==> src/rtl/pc_sequencer.sv <==
// Program-counter sequencer: boot, run, trap/return, halt.
// Optional PC_BOUND_CHECK_EN traps illegal user redirects below USER_BASE.
module pc_sequencer #(
  parameter logic [11:0] RESET_PC  = 12'd0,
  parameter logic [11:0] USER_BASE = 12'd512,
  parameter logic [11:0] OS_VECTOR = 12'd1
) (
  input  logic        clk,
  input  logic        rst_n,
  input  logic        halt_req,
  input  logic        syscall,
  input  logic        os_return,
  input  logic        redirect_valid,
  input  logic [11:0] redirect_addr,
  input  logic        stall,
  output logic [11:0] pc,
  output logic        pc_valid,
  output logic        os_mode,
  output logic [11:0] epc,
  output logic        fault,
  output logic [1:0]  state
);

  typedef enum logic [1:0] {
    BOOT   = 2'b00,
    RUN    = 2'b01,
    TRAP   = 2'b10,
    HALTED = 2'b11
  } state_e;

  state_e      state_q, state_d;
  logic [11:0] pc_q, pc_d;
  logic [11:0] epc_q, epc_d;
  logic        os_mode_q, os_mode_d;
  logic        pc_valid_q, pc_valid_d;
  logic        fault_q, fault_d;

  // Next-state: prioritised RUN actions; BOOT and TRAP are single bubbles.
  always_comb begin
    state_d   = state_q;
    pc_d      = pc_q;
    epc_d     = epc_q;
    os_mode_d = os_mode_q;
    fault_d   = 1'b0;
    unique case (state_q)
      BOOT: state_d = RUN;
      RUN: begin
        if (halt_req) begin
          state_d = HALTED;
        end else if (syscall && !os_mode_q) begin
          epc_d     = pc_q + 12'd1;
          pc_d      = OS_VECTOR;
          os_mode_d = 1'b1;
          state_d   = TRAP;
        end else if (os_return && os_mode_q) begin
          pc_d      = epc_q;
          os_mode_d = 1'b0;
          state_d   = TRAP;
        end else if (redirect_valid) begin
`ifdef PC_BOUND_CHECK_EN
          if (!os_mode_q && (redirect_addr < USER_BASE)) begin
            epc_d     = pc_q;
            pc_d      = OS_VECTOR;
            os_mode_d = 1'b1;
            state_d   = TRAP;
            fault_d   = 1'b1;
          end else begin
            pc_d = redirect_addr;
          end
`else
          pc_d = redirect_addr;
`endif
        end else if (!stall) begin
          pc_d = pc_q + 12'd1;
        end
      end
      TRAP:    state_d = RUN;
      HALTED:  state_d = HALTED;
      default: state_d = BOOT;
    endcase
    pc_valid_d = (state_d == RUN);
  end

  // State register with asynchronous reset to the OS entry point.
  always_ff @(posedge clk or negedge rst_n) begin
    if (!rst_n) begin
      state_q    <= BOOT;
      pc_q       <= RESET_PC;
      epc_q      <= USER_BASE;
      os_mode_q  <= 1'b1;
      pc_valid_q <= 1'b0;
      fault_q    <= 1'b0;
    end else begin
      state_q    <= state_d;
      pc_q       <= pc_d;
      epc_q      <= epc_d;
      os_mode_q  <= os_mode_d;
      pc_valid_q <= pc_valid_d;
      fault_q    <= fault_d;
    end
  end

  assign pc       = pc_q;
  assign pc_valid = pc_valid_q;
  assign os_mode  = os_mode_q;
  assign epc      = epc_q;
  assign fault    = fault_q;
  assign state    = state_q;

endmodule

==> config.mk <==
export PLATFORM = sky130hd
export DESIGN_NAME = pc_sequencer
export DESIGN_NICKNAME = d
export VERILOG_FILES = /design/src/rtl/pc_sequencer.sv
export SDC_FILE = /design/constraint.sdc
export NUM_CORES = 1
export LEC_CHECK = 0
export BUFFER_PORTS_ARGS = -buffer_cell sky130_fd_sc_hd__buf_2
export CORE_MARGIN = 3
export CORE_UTILIZATION = 53
export CTS_BUF_LIST = sky130_fd_sc_hd__clkbuf_8
export DETAILED_ROUTE_END_ITERATION = 8
export PLACE_DENSITY_LB_ADDON = 0.2
export SYNTH_ARGS = -nofsm -noshare
export SYNTH_HDL_FRONTEND = slang
export SYNTH_SLANG_ARGS = --single-unit
==> constraint.sdc <==
create_clock -name clk -period 2.1 [get_ports clk]
set_clock_uncertainty 0.05 [all_clocks]
set_input_delay 0 -clock clk [delete_from_list [all_inputs] [get_ports clk]]
set_output_delay 0 -clock clk [all_outputs]
set_load 0.005 [all_outputs]
==> reports/results.tsv <==
metric	value	unit
DIE AREA	0.00368	mm^2
WL final	4030	um
Synth Register Bits	28	
power share of the combinational group	20.3	%
cell family with most CP delay	simple AND/OR/NAND/NOR gates	
largest family of logic cells by synthesized area	compound AO/OA/AOI/OAI gates	
most frequent cells in the layout	buf_2 (46), dfrtp_1 (26), nand2_1 (21)	
Slowest cell on crit path	dfrtp_1	
core region area	0.00281	mm^2
leakage	0.930	nW
CP Data Arrival Time	1.96	ns
CTS buffer count	3	
clock share of power	31.0	%
Worst path max stage delay	0.43	ns
kind of critical path	reg -> reg	
Post-CTS Setup Inserts	0	
pre-CTS WS	0.299	ns
pwr dens	713	mW/mm^2
# H-tree levels	1	
initial antenna violation count	0	
drt drc	0	
Net Sw Frac	28.5	%
worst vdd ir	0.507	mV
nets@finish	246	
CP required	2.25	ns
GP Congestion	0.814	
Worst-Skew Late Latency	0.27	ns
internal power	0.000989	W
Max-cap violations	0	
Cell Area, Synth	0.00158	mm^2
vias in the first global route	1487	
Post-synth EDFFs	0	
crit end category	flip-flop	
min Tclk post-route	1.81	ns
syn_nets	198	
final setup fails	0	
Cell variety after synth	47	
Compound-Gate Fraction of Synth Area	21.2	%
Tcrit/Tclk final	86.2	%
IO buf count	46	
Post-synth ARST share	100	%
final hold vios	0	
ys flop type	dfrtp_1	
Max Root-Sink Buffers	2	
Routed Antenna Nets	0	
Die X-Extent	60.7	um
IO Pins	48	
Sink Count	28	
worst setup margin	0.289	ns
CTS tree	done	
layout cells sized above 1	30.7	%
crit-path cells	nor3b_4 -> nand2_1 -> nor2_1 -> buf_4 -> nor2_1 -> a31oi_1	
Post-Synth Adder-Cell Area	0.790	%
Pre-antenna DRT Iters	5	
fin. max-slew vios	0	
vias post-DR	1513	
status	finished clean	
Initial DRC Count	123	
xor/xnor share of the synthesized area	4.42	%
Synth Area in Simple Gates	20.9	%
unrepaired setup endpoints after global routing	no	
Post-CTS Resized	0	
pin count of the biggest net entering global routing	29	
Tot GR Track Use	23.8	%
Hold WC Path Type	in -> reg	
clock slew at reported path FFs	0.10	ns
Buf+Inv Stages, Crit Path	1	
Mean Syn Cell Area	8.90	um^2
Switch Pwr	0.000395	W
# diodes	0	
Final TNS setup	0	ns
post-synthesis sequential area ratio	44.4	%
max frequency	552	MHz
Die H	60.7	um
Area Growth Syn to Fin	22.5	%
Initial Util	56.5	%
Max FO, Critical Path	16	
post-synthesis mux area share	3.40	%
Worst path most repeated cell	nor2_1	
Syn Inst Count	178	
Seq pwr share	48.7	%
Root Buffer	clkbuf_8	
WL per Instance	15.8	um
synth warn	0	
Rel. slew slack	58.2	%
Hold Buf Count CTS	3	
Critical Path Start Type	flip-flop	
worst-margin pin slew	0.627	ns
Avg Vias per Cell	5.91	
first-pass GRT wire length	6620	um
most common cell after layout, fill and taps aside	buf_2	
dpl hpwl	2970	um
total gr overflow	0	
Site Rows	19	
==> final cells by class <==
type	count	area, um^2
inverters	6	22.5
well taps	31	38.8
flip-flops and latches	28	703
repair buffers	54	298
multi-input cells	133	807
fillers	233	865
clock inverters	1	30.0
clock buffers	3	41.3
==> state kept, by name (all words and copies together) (netlist names) <==
register  count
epc          12
os_mode       1
pc           12
pc_valid      1
state         2
==> per-stage QoR <==
step	cells	hold slack [ns]	utilization, %	power [W]	instance area, um^2
after floorplan	178	-0.346	-	0.000826	1580
after global routing	256	0.0186	69.2	0.00147	1940
after CTS	256	0.00923	69.2	0.00139	1940
after detailed placement	249	0.00420	65.6	0.000961	1840
final	256	0.00990	69.2	0.00138	1940
after global placement	249	0.00420	65.6	0.000947	1840
==> routing by layer <==
layer | vias up | track usage (%) | wire length [um]
li1 | 724 | - | -
met1 | 723 | 31.6 | 1720
met2 | 60 | 40.5 | 2000
met3 | 6 | 2.77 | 275
met4 | 0 | 8.05 | 40
met5 | - | 0 | 0
==> synth_stat cells (2+ instances only) <==
master,count,share of area [%]
dfrtp_1,26,41
nand2_1,21,5.0
nor2_1,18,4.3
a21oi_1,17,5.4
o21ai_0,15,4.7
clkbuf_1,7,1.7
nand3_1,7,2.2
inv_1,6,1.4
xnor2_1,5,2.8
nor3_1,4,1.3
a32oi_1,3,1.7
and3_1,3,1.2
mux2_2,3,2.1
xor2_1,3,1.7
a211o_1,2,1.1
a31oi_1,2,0.79
buf_2,2,0.63
buf_4,2,0.95
dfstp_2,2,3.3
mux2i_1,2,1.3
o31ai_1,2,0.95
==> cells by family (layout without fill, tap and decap cells) <==
| kind of cell | Yosys count | count (layout) |
|---|---|---|
| simple gates | 65 | 65 |
| fa+ha+maj | 1 | 1 |
| xor+xnor | 8 | 8 |
| compound gates | 53 | 53 |
| flops | 28 | 28 |
| mux | 5 | 5 |
| buf+inv | 17 | 64 |
| other cells | 1 | 1 |
==> worst paths after layout <==
path,start,to,slack (ns),cells past startpoint
setup / recovery,state[1],epc[9],0.29,6
hold / removal,redirect_addr[3],pc[3],0.01,5
setup reg to reg,state[1],epc[9],0.29,6
hold reg to reg,state[0],pc_valid,0.48,1
max in group asynchronous,rst_n,pc[10],1.36,2
min in group asynchronous,rst_n,pc[7],0.23,2
==> worst min-delay path, cell delays in order <==
cell and delay [ns]:
buf_2 0.08, nand2_1 0.04, o21ai_0 0.06, nand3_1 0.08, nand2_1 0.06
==> power groups by stage <==
stage	combinational [W]	sequential (W)	clock, W
after global routing	0.000317	0.000684	0.000467
after CTS	0.000284	0.000673	0.000436
after detailed placement	0.000278	0.000683	0
final	0.000281	0.000674	0.000428
after floorplan	0.000151	0.000675	0
after global placement	0.000268	0.000679	0
Note: power is estimated with default switching activity, not from simulation.
